`src/rtl/vga_term_writer_if.sv`:
```
// Byte-stream input and VRAM/cursor output bundle between a byte source,
// vga_term_writer and vga_top.
interface vga_term_writer_if #(
  parameter int ADDR_W = 11
);
  logic [7:0]        i_data;
  logic              i_valid;
  logic              o_ready;
  logic [7:0]        i_attr;
  logic [ADDR_W-1:0] o_vram_adr;
  logic [7:0]        o_vram_data;
  logic [7:0]        o_cram_data;
  logic              o_vram_we;
  logic [ADDR_W-1:0] o_cursor_adr;
  logic              o_cursor_on;
  logic              o_busy;

  modport slave (
    input  i_data, i_valid, i_attr,
    output o_ready, o_vram_adr, o_vram_data, o_cram_data, o_vram_we,
           o_cursor_adr, o_cursor_on, o_busy
  );

  modport master (
    output i_data, i_valid, i_attr,
    input  o_ready, o_vram_adr, o_vram_data, o_cram_data, o_vram_we,
           o_cursor_adr, o_cursor_on, o_busy
  );
endinterface

```
`src/rtl/vga_term_writer.sv`:
```
// Terminal front end for the VGA text controller: writes printable bytes at the
// cursor, interprets CR/LF/BS/FF and blanks the screen after every reset.
//
// state   | meaning
// S_CLEAR | sweeping FILL_CHAR/DEF_ATTR over every cell, one per cycle
// S_IDLE  | ready for the next byte
// S_STEP  | one-cycle gap after an accepted byte (write strobe visible here)
module vga_term_writer #(
  parameter int         COLS      = 80,
  parameter int         ROWS      = 25,
  parameter int         ADDR_W    = 11,
  parameter logic [7:0] FILL_CHAR = 8'h20,
  parameter logic [7:0] DEF_ATTR  = 8'h07
) (
  input logic              i_clk,
  input logic              i_rst,
  vga_term_writer_if.slave bus
);

  localparam int CELLS = COLS * ROWS;
  localparam int COL_W = (COLS > 1) ? $clog2(COLS) : 1;
  localparam int CNT_W = ADDR_W + 1;
  localparam logic [ADDR_W-1:0] LAST    = ADDR_W'(CELLS - 1);
  localparam logic [ADDR_W-1:0] COLS_A  = ADDR_W'(COLS);
  localparam logic [ADDR_W-1:0] LF_LIM  = ADDR_W'(CELLS - COLS);
  localparam logic [COL_W-1:0]  COL_MAX = COL_W'(COLS - 1);
  localparam logic [CNT_W-1:0]  CNT_END = CNT_W'(CELLS);

  typedef enum logic [1:0] {S_CLEAR, S_IDLE, S_STEP} state_t;

  state_t            state, state_n;
  logic [CNT_W-1:0]  sweep_cnt, sweep_cnt_n;
  logic [ADDR_W-1:0] cursor, cursor_n;
  logic [COL_W-1:0]  col, col_n;
  logic [ADDR_W-1:0] vram_adr, vram_adr_n;
  logic [7:0]        vram_data, vram_data_n;
  logic [7:0]        cram_data, cram_data_n;
  logic              vram_we, vram_we_n;
  logic              printable;

  assign printable = (bus.i_data >= 8'h20) && (bus.i_data != 8'h7F);

  always_ff @(posedge i_clk) begin
    if (i_rst) begin
      state     <= S_CLEAR;
      sweep_cnt <= '0;
      cursor    <= '0;
      col       <= '0;
      vram_adr  <= '0;
      vram_data <= '0;
      cram_data <= '0;
      vram_we   <= 1'b0;
    end else begin
      state     <= state_n;
      sweep_cnt <= sweep_cnt_n;
      cursor    <= cursor_n;
      col       <= col_n;
      vram_adr  <= vram_adr_n;
      vram_data <= vram_data_n;
      cram_data <= cram_data_n;
      vram_we   <= vram_we_n;
    end
  end

  // The column is tracked alongside the cursor so CR/LF never need a modulo.
  always_comb begin
    state_n     = state;
    sweep_cnt_n = sweep_cnt;
    cursor_n    = cursor;
    col_n       = col;
    vram_adr_n  = vram_adr;
    vram_data_n = vram_data;
    cram_data_n = cram_data;
    vram_we_n   = 1'b0;

    case (state)
      S_CLEAR: begin
        if (sweep_cnt == CNT_END) begin
          state_n  = S_IDLE;
          cursor_n = '0;
          col_n    = '0;
        end else begin
          vram_we_n   = 1'b1;
          vram_adr_n  = sweep_cnt[ADDR_W-1:0];
          vram_data_n = FILL_CHAR;
          cram_data_n = DEF_ATTR;
          sweep_cnt_n = sweep_cnt + CNT_W'(1);
        end
      end

      S_IDLE: begin
        if (bus.i_valid) begin
          state_n = S_STEP;
          if (printable) begin
            vram_we_n   = 1'b1;
            vram_adr_n  = cursor;
            vram_data_n = bus.i_data;
            cram_data_n = bus.i_attr;
            if (cursor == LAST) begin
              cursor_n = '0;
              col_n    = '0;
            end else begin
              cursor_n = cursor + ADDR_W'(1);
              col_n    = (col == COL_MAX) ? '0 : col + COL_W'(1);
            end
          end else begin
            case (bus.i_data)
              8'h0D: begin
                cursor_n = cursor - ADDR_W'(col);
                col_n    = '0;
              end
              8'h0A: begin
                // No scrolling: running off the bottom lands on row 0, same column.
                if (cursor < LF_LIM) cursor_n = cursor + COLS_A;
                else                 cursor_n = ADDR_W'(col);
              end
              8'h08: begin
                if (cursor != '0) begin
                  cursor_n = cursor - ADDR_W'(1);
                  col_n    = (col == '0) ? COL_MAX : col - COL_W'(1);
                end
              end
              8'h0C: begin
                state_n     = S_CLEAR;
                sweep_cnt_n = '0;
              end
              default: ;
            endcase
          end
        end
      end

      S_STEP: state_n = S_IDLE;

      default: begin
        state_n     = S_CLEAR;
        sweep_cnt_n = '0;
      end
    endcase
  end

  assign bus.o_ready      = (state == S_IDLE);
  assign bus.o_busy       = (state == S_CLEAR);
  assign bus.o_cursor_on  = (state != S_CLEAR);
  assign bus.o_cursor_adr = cursor;
  assign bus.o_vram_adr   = vram_adr;
  assign bus.o_vram_data  = vram_data;
  assign bus.o_cram_data  = cram_data;
  assign bus.o_vram_we    = vram_we;

endmodule
```
`src/flat_wrapper.sv`:
```
// flat-port wrapper written by rule: the top's interface ports become plain ports
module vga_term_writer_flat 
#(
  parameter int         COLS      = 80,
  parameter int         ROWS      = 25,
  parameter int         ADDR_W    = 11,
  parameter logic [7:0] FILL_CHAR = 8'h20,
  parameter logic [7:0] DEF_ATTR  = 8'h07
)
  (i_clk, i_rst, bus_i_data, bus_i_valid, bus_i_attr, bus_o_ready, bus_o_vram_adr, bus_o_vram_data, bus_o_cram_data, bus_o_vram_we, bus_o_cursor_adr, bus_o_cursor_on, bus_o_busy);
  vga_term_writer_if #(.ADDR_W(ADDR_W)) bus_i ();
  input logic i_clk;
  input logic i_rst;
  input wire logic [$bits(bus_i.i_data)-1:0] bus_i_data;
  input wire logic [$bits(bus_i.i_valid)-1:0] bus_i_valid;
  input wire logic [$bits(bus_i.i_attr)-1:0] bus_i_attr;
  output wire logic [$bits(bus_i.o_ready)-1:0] bus_o_ready;
  output wire logic [$bits(bus_i.o_vram_adr)-1:0] bus_o_vram_adr;
  output wire logic [$bits(bus_i.o_vram_data)-1:0] bus_o_vram_data;
  output wire logic [$bits(bus_i.o_cram_data)-1:0] bus_o_cram_data;
  output wire logic [$bits(bus_i.o_vram_we)-1:0] bus_o_vram_we;
  output wire logic [$bits(bus_i.o_cursor_adr)-1:0] bus_o_cursor_adr;
  output wire logic [$bits(bus_i.o_cursor_on)-1:0] bus_o_cursor_on;
  output wire logic [$bits(bus_i.o_busy)-1:0] bus_o_busy;
  assign bus_i.i_data = bus_i_data;
  assign bus_i.i_valid = bus_i_valid;
  assign bus_i.i_attr = bus_i_attr;
  assign bus_o_ready = bus_i.o_ready;
  assign bus_o_vram_adr = bus_i.o_vram_adr;
  assign bus_o_vram_data = bus_i.o_vram_data;
  assign bus_o_cram_data = bus_i.o_cram_data;
  assign bus_o_vram_we = bus_i.o_vram_we;
  assign bus_o_cursor_adr = bus_i.o_cursor_adr;
  assign bus_o_cursor_on = bus_i.o_cursor_on;
  assign bus_o_busy = bus_i.o_busy;
  vga_term_writer #(.COLS(COLS), .ROWS(ROWS), .ADDR_W(ADDR_W), .FILL_CHAR(FILL_CHAR), .DEF_ATTR(DEF_ATTR)) u_core (.i_clk(i_clk), .i_rst(i_rst), .bus(bus_i));
endmodule
```
`config.mk`:
```
export PLATFORM = sky130hd
export DESIGN_NAME = vga_term_writer_flat
export DESIGN_NICKNAME = d
export VERILOG_FILES = /design/src/rtl/vga_term_writer_if.sv /design/src/rtl/vga_term_writer.sv /design/src/flat_wrapper.sv
export SDC_FILE = /design/constraint.sdc
export NUM_CORES = 1
export LEC_CHECK = 0
export BUFFER_PORTS_ARGS = -buffer_cell sky130_fd_sc_hd__buf_2
export CORE_ASPECT_RATIO = 0.75
export CORE_UTILIZATION = 33
export CTS_BUF_LIST = sky130_fd_sc_hd__clkbuf_8
export CTS_CLUSTER_SIZE = 8
export DETAILED_ROUTE_END_ITERATION = 8
export SYNTH_ARGS = -nofsm -noshare
export SYNTH_HDL_FRONTEND = slang
export SYNTH_SLANG_ARGS = --single-unit
```
`constraint.sdc`:
```
create_clock -name i_clk -period 2.9 [get_ports i_clk]
set_input_delay 0.58 -clock i_clk [delete_from_list [all_inputs] [get_ports i_clk]]
set_output_delay 0.58 -clock i_clk [all_outputs]
set_load 0.1 [all_outputs]
```
==> results of run 1 <==
## cell families after synthesis
logic type                 after synthesis
adders and majority gates               16
muxes                                    2
and+or+nand+nor                        227
buffers and inverters                   55
DFF                                     60
AOI/OAI and AO/OA                      129
xor gates and xnor gates                14
## power by group through the flow
stage	registers (mW)	clock network, mW	logic (mW)
global route	0.842	0.897	0.142
floorplan	0.903	0	0.0401
finish	0.842	0.850	0.132
global placement	0.860	0	0.129
CTS	0.841	0.865	0.131
detailed placement	0.860	0	0.131
## metrics by stage
step	hold WS [ps]	instance area (um^2)	util, %
final	477	4700	42.6
after global routing	476	4700	42.6
after CTS	468	4670	42.3
after detailed placement	497	4450	40.4
after global placement	485	4450	40.4
after floorplan	480	3790	-
## worst max-delay path by stage
stage | cells after the start | endpoint
after floorplan | 12 | u_core.bus.o_cursor_adr[10]$_SDFFE_PP0P_
after global placement | 14 | u_core.bus.o_cursor_adr[10]$_SDFFE_PP0P_
after detailed placement | 14 | u_core.bus.o_cursor_adr[10]$_SDFFE_PP0P_
after CTS | 14 | u_core.bus.o_cursor_adr[10]$_SDFFE_PP0P_
after global routing | 14 | u_core.bus.o_cursor_adr[10]$_SDFFE_PP0P_
final | 15 | u_core.bus.o_cursor_adr[6]$_SDFFE_PP0P_
## per-layer routing
metal	GRT usage, %	up-vias
li1	-	1990
met1	27.6	1880
met2	31.1	157
met3	4.65	17
met4	5.79	0
met5	0	-
## worst max-delay path, cell delays in order
cell	delay, ps
buf_2	120
nor4_4	300
nand3b_1	130
buf_4	180
nand2_1	70
ha_1	200
fa_2	250
nor2b_4	50
o31a_1	270
buf_4	150
o21a_1	180
o211a_1	210
a21oi_1	120
a21oi_1	80
o32ai_1	110
## state kept, by name, summed over array words and instances (netlist names)
| signal | count |
|---|---|
| u_core.col | 7 |
| u_core.bus.o_vram_data | 8 |
| u_core.state | 2 |
| u_core.bus.o_vram_we | 1 |
| u_core.bus.o_vram_adr | 11 |
| u_core.sweep_cnt | 12 |
| u_core.bus.o_cursor_adr | 11 |
| u_core.bus.o_cram_data | 8 |
## placed cells by master, fill, tap and decap left out, types with 4 or more instances in the layout
cell type and n:
a211oi_1 4, or3_1 10, nand4_1 7, xnor2_1 12, nand3_1 11, a31oi_1 7
o32ai_1 8, nor2b_1 7, a21oi_1 33, buf_2 60, o221a_2 4, inv_1 21
buf_4 44, dfxtp_1 59, o21ai_0 17, a22oi_1 14, nor3_1 22, o22ai_1 4
a311oi_1 12, nor2_1 63, and3_1 7, clkbuf_8 10, ha_1 15, nand2_1 62
nor4_1 4, nand2b_1 7
## area by class of cell
class / count / area, um^2 / share of cell area, %
tap: 140 / 175 / 3.73
multi-input combinational: 388 / 2390 / 51.0
inverter: 21 / 78.8 / 1.68
timing repair buffer: 104 / 631 / 13.4
clock buffer: 10 / 138 / 2.93
sequential: 60 / 1200 / 25.6
clock inverter: 6 / 78.8 / 1.68
## what timing repair did
| item | CTS | global route |
|---|---|---|
| buffers inserted | 0 | 1 |
| endpoints found under the setup margin | 0 | 2 |
| gates resized for setup | 0 | 5 |
==> flow_summary_export.csv, run 1 <==
group,metric,value,unit
worst_setup_path,crit-reg2reg-capture,"u_core.bus.o_cursor_adr[9]$_SDFFE_PP0P_",
floorplan,rows,33,
route,antenna_left,0,
clock_tree,worstSkewPairLatency,350,ps
status,status,"complete, but fails checks",
logic_synthesis,synth-seq-cells,60,
finish,instances_no_fill,729,
global_route,grt_pass1_wl,18.8,mm
clock_tree,tritoncts,"built",
worst_setup_path,arrival,3010,ps
finish,insertedDiodeCount,0,
sta,fin_crit,2750,ps
logic_synthesis,syn_nets,538,
finish,area_growth,24.3,%
sta,setup_slack,146,ps
pwr,power.density,388,mW/mm^2
logic_synthesis,synth_compound_area_share,23.5,%
route,routedWlPerCell,15.9,um
route,route.met3.wl,986,um
sta,max_freq,363,MHz
finish,layout-drive-gt1-share,24.1,%
sta,fin_crit_sh,95.0,%
logic_synthesis,syn_area,0.00378,mm^2
sta,slew_headroom,64.8,%
min_path,holdPathStages,3,
route,vias_per_cell,5.55,
sta,finalHoldViolations,0,
logic_synthesis,synth-simple-area-share,29.8,%
logic_synthesis,synth_area_leader_cell,"dfxtp_1",
worst_setup_path,end_kind,"flop",
logic_synthesis,synth_xor_area_share,3.24,%
pwr,switching_share,24.7,%
sta,drv_slew,0,
logic_synthesis,muxShareOfSynthArea,0.530,%
route,wl_met1,5.51,mm
logic_synthesis,yosys.area_share.adder,5.49,%
worst_setup_path,r2r_cells,10,
route,drt_wl_total,11.6,mm
sta,tns,0,ps
logic_synthesis,syn_inst,503,
worst_setup_path,reg2reg_from,"u_core.sweep_cnt[0]$_SDFFE_PP0P_",
route,routed-via-count,4044,
floorplan,die_height,94.7,um
floorplan,initial_core_util,34.3,%
floorplan,die_w,126,um
logic_synthesis,synth_top_area_share,31.8,%
route,drtPass1Iterations,8,
placement,portBuffers,60,
worst_setup_path,cp-start-kind,"input pin",
placement,dpl.cell_count,712,
pwr,p_int,1.37,mW
pwr,p_comb_share,7.2,%
logic_synthesis,synth_top_family_by_area,"simple AND/OR/NAND/NOR gates",
global_route,globalRouteOverflowTotal,0,
placement,dp_hpwl,8.55,mm
logic_synthesis,yosysMostFrequentCell,"nor2_1",
logic_synthesis,yosys-top-cells-area,"dfxtp_1 (32%), nor2_1 (6.4%), nand2_1 (6.2%)",
logic_synthesis,avgSynthCellArea,7.51,um^2
worst_setup_path,worst-setup-path-type,"in2reg",
logic_synthesis,synth_edf_count,0,
pwr,vdd_drop_max,0.192,mV
sta,rsz0062_at_grt,"false",
min_path,hold_end,"u_core.bus.o_cram_data[4]$_SDFFE_PP0P_",
clock_tree,cts_max_level,3,
placement,place.gp.congestion,0.939,
worst_setup_path,crit_path_start,"bus_i_data[5]",
logic_synthesis,yosysWarnings,0,
pwr,p_sw,0.451,mW
pwr,finalPower,1.82,mW
pwr,p_leak,1.93,nW
floorplan,io-pin-count,61,
route,first_iter_violations,415,
floorplan,dieArea,0.0119,mm^2
logic_synthesis,yosysSeqAreaShare,31.8,%
route,wl_met2,4.96,mm
global_route,grt_max_degree,45,
min_path,hp-start,"bus_i_attr[4]",
clock_tree,cts.sinks,60,
clock_tree,clk_path_buf_depth,2,
route,highest_layer,"met4",
clock_tree,clk_pin_slew_worst_paths,70,ps
clock_tree,cts-buffers-inserted,9,
sta,fin_worst_skew,8.25,ps
status,violations,"design-rule violations",
logic_synthesis,ys_types,63,
global_route,grt_pass1_vias,3756,
pwr,p_clk_share,46.6,%
pwr,sequentialPowerShare,46.1,%
global_route,antenna_found_initial,0,
job,cap_violations,0,
min_path,hold_path.class,"in2reg",
logic_synthesis,synth_flop_cell,"dfxtp_1",
finish,final_nets,619,
route,drc,5,
worst_setup_path,ff2ff_setup_slack,420,ps
worst_setup_path,required,3160,ps
sta,setup_viol,0,
clock_tree,root_buffer,"clkbuf_8",
clock_tree,postCtsHoldBufs,0,
logic_synthesis,async_flop_share,0,%
worst_setup_path,critPathMaxFanout,8,
logic_synthesis,synth_commonest_cells,"nor2_1 (64), nand2_1 (62), dfxtp_1 (60), a21oi_1 (35), clkbuf_1 (27)",
global_route,grt_use_total,20.0,%
finish,nFillCells,1139,
placement,pre_cts_slack,-217,ps
floorplan,design.core.area,0.0110,mm^2
sta,tightest_slew,524,ps
Power figures use the tool's default switching activity.
==> inputs of run 2 (changes only) <==
- CORE_ASPECT_RATIO: 0.75 -> not set
==> run 2 against run 1 <==
The flow now finishes without violations. Sequential power is essentially flat. Cell count decreased by 0.69%. Critical path depth shrank 1. Cell area shrank 1.8%. Count of clock-buffer cells in the layout fell by 1. Die area barely moved. Clock skew increased by 4.9 ps. Via count down 0.45%. Critical path type unchanged. Largest power group is now sequential cells.
==> flow_summary_export.csv, run 2 (synthesized netlist as in run 1, its figures left out) <==
group,metric,value,unit
finish,instances_no_fill,724,
pwr,p_comb_share,7.9,%
finish,top_register,"u_core.sweep_cnt",
route,vias_per_cell,5.56,
clock_tree,ctsResizeCount,0,
placement,dpl.cell_count,708,
sta,tightest_slew,574,ps
floorplan,initial_core_util,34.4,%
pwr,power.density,362,mW/mm^2
worst_setup_path,arrival,2960,ps
clock_tree,postCtsHoldBufs,0,
pwr,p_sw,0.486,mW
route,drt_wl_total,11.4,mm
floorplan,rows,38,
finish,largest_reg_flops,12,
pwr,p_int,1.18,mW
global_route,grt_pass1_vias,3732,
route,routed-via-count,4026,
finish,layout_commonest_cell,"nor2_1",
clock_tree,clk_path_buf_depth,2,
finish,ff_latch_area,0.00120,mm^2
sta,rsz0062_at_grt,"false",
finish,insertedDiodeCount,0,
sta,max_freq,365,MHz
sta,slew_headroom,61.5,%
floorplan,io-pin-count,61,
clock_tree,clk_pin_slew_worst_paths,80,ps
clock_tree,cts-buffers-inserted,9,
clock_tree,cts_setup_buffers,0,
placement,dp_hpwl,8.41,mm
worst_setup_path,critPathMaxFanout,8,
min_path,hold_path.class,"in2reg",
pwr,vdd_drop_max,0.272,mV
route,routedWlPerCell,15.8,um
worst_setup_path,crit_buf_inv,3,
sta,finalHoldViolations,0,
sta,fin_worst_skew,13.2,ps
route,drtPass1Iterations,5,
pwr,sequentialPowerShare,50.4,%
sta,holdWs,461,ps
worst_setup_path,slowest_delay,380,ps
global_route,globalRouteOverflowTotal,0,
worst_setup_path,cp_slowest_cell,"fa_2",
status,status,"completed",
global_route,antenna_found_initial,0,
pwr,p_leak,1.86,nW
finish,layout-drive-gt1-share,23.3,%
clock_tree,root_buffer,"clkbuf_8",
global_route,grt_use_total,20.1,%
clock_tree,tritoncts,"built",
worst_setup_path,cp-start-kind,"input pin",
sta,fin_crit,2740,ps
global_route,grt_max_degree,37,
finish,area_growth,22.0,%
finish,multi_input_area,0.00239,mm^2
pwr,p_clk_share,41.8,%
finish,nFillCells,1148,
worst_setup_path,end_kind,"flop",
finish,final_nets,614,
clock_tree,cts.sinks,60,
route,drc,0,
route,antenna_left,0,
finish,layout_common_cells,"nor2_1 (63), nand2_1 (62), buf_2 (60), dfxtp_1 (59), buf_4 (39)",
sta,setup_viol,0,
worst_setup_path,required,3120,ps
clock_tree,cts_max_level,3,
clock_tree,worstSkewPairLatency,360,ps
placement,portBuffers,60,
sta,fin_crit_sh,94.4,%
job,cap_violations,0,
sta,drv_slew,0,
worst_setup_path,critical_path.top_delay_family,"compound AO/OA/AOI/OAI gates",
worst_setup_path,worstPathCellList,"buf_2, nor4_4, nand3b_1, buf_4, nand2_1, inv_1, fa_2, nor2b_4, o31a_1, o21bai_1, and3_1, o311a_1, a21oi_2, o32ai_1",
global_route,grt_pass1_wl,18.5,mm
route,first_iter_violations,224,
pwr,switching_share,29.1,%
pwr,finalPower,1.67,mW
placement,place.gp.congestion,0.944,
floorplan,dieArea,0.0119,mm^2
floorplan,design.core.area,0.0110,mm^2
floorplan,die_w,109,um
floorplan,die_height,109,um
worst_setup_path,worst-setup-path-type,"in2reg",
-- run 2: cell count changes in the layout (fill, tap and decap cells not counted) --
cell,delta
clkinv_4,+2
a21oi_2,-1
clkinv_2,-1
clkinvlp_4,+2
inv_6,+1
clkbuf_8,-1
o21bai_1,+1
bufinv_16,-2
buf_4,-5
a21oi_1,+1
o21bai_2,-1
inv_1,-1
-- run 2: path summary, 6_finish.rpt --
| kind | startpoint | end | slack [ps] | cells past startpoint |
|---|---|---|---|---|
| worst max-delay path | bus_i_data[0] | u_core.bus.o_cursor_adr[10]$_SDFFE_PP0P_ | 160 | 14 |
| worst min-delay path | bus_i_attr[6] | u_core.bus.o_cram_data[6]$_SDFFE_PP0P_ | 460 | 3 |
| worst max register to register | u_core.bus.o_cursor_adr[10]$_SDFFE_PP0P_ | u_core.bus.o_cursor_adr[8]$_SDFFE_PP0P_ | 310 | 8 |
| worst min register to register | u_core.bus.o_vram_adr[5]$_SDFFE_PP0P_ | u_core.bus.o_vram_adr[5]$_SDFFE_PP0P_ | 500 | 2 |
-- run 2: layer usage --
layer	global-route usage [%]	up-vias	routed length, um	share of wire [%]
met2	31.3	130	5150	45
li1	-	1973	-	-
met4	7.72	0	218	1.9
met1	27.0	1902	5420	47
met3	4.12	21	626	5.5
met5	0	-	0	0
-- run 2: stage by stage --
stage,setup TNS [ps],utilization (%),area (um^2),setup WS (ps)
2_1_floorplan,0,-,3790,12.5
3_3_place_gp,-283,40.3,4420,-125
3_5_place_dp,-560,40.3,4420,-201
4_1_cts,0,41.9,4600,156
5_1_grt,0,42.0,4610,0.107
6_report,0,42.0,4610,162
-- run 2: tightest hold or removal path, cell delays in order --
cell	delay (ps)
buf_2	70
a22oi_1	50
nor2_1	70
-- run 2: power groups by stage --
stage / Sequential, mW / Combinational, mW / Clock (mW)
after floorplan: 0.903 / 0.0401 / 0
after CTS: 0.842 / 0.131 / 0.712
after global placement: 0.860 / 0.129 / 0
after detailed placement: 0.861 / 0.131 / 0
final: 0.842 / 0.131 / 0.698
after global routing: 0.842 / 0.139 / 0.766
-- run 2: final cells by class --
class / count / area share [%]
timing repair buffer: 99 / 12.9
clock inverter: 7 / 1.11
tap: 140 / 3.80
inverter: 21 / 1.71
clock buffer: 9 / 2.69
multi-input combinational: 388 / 51.8
sequential: 60 / 26.1
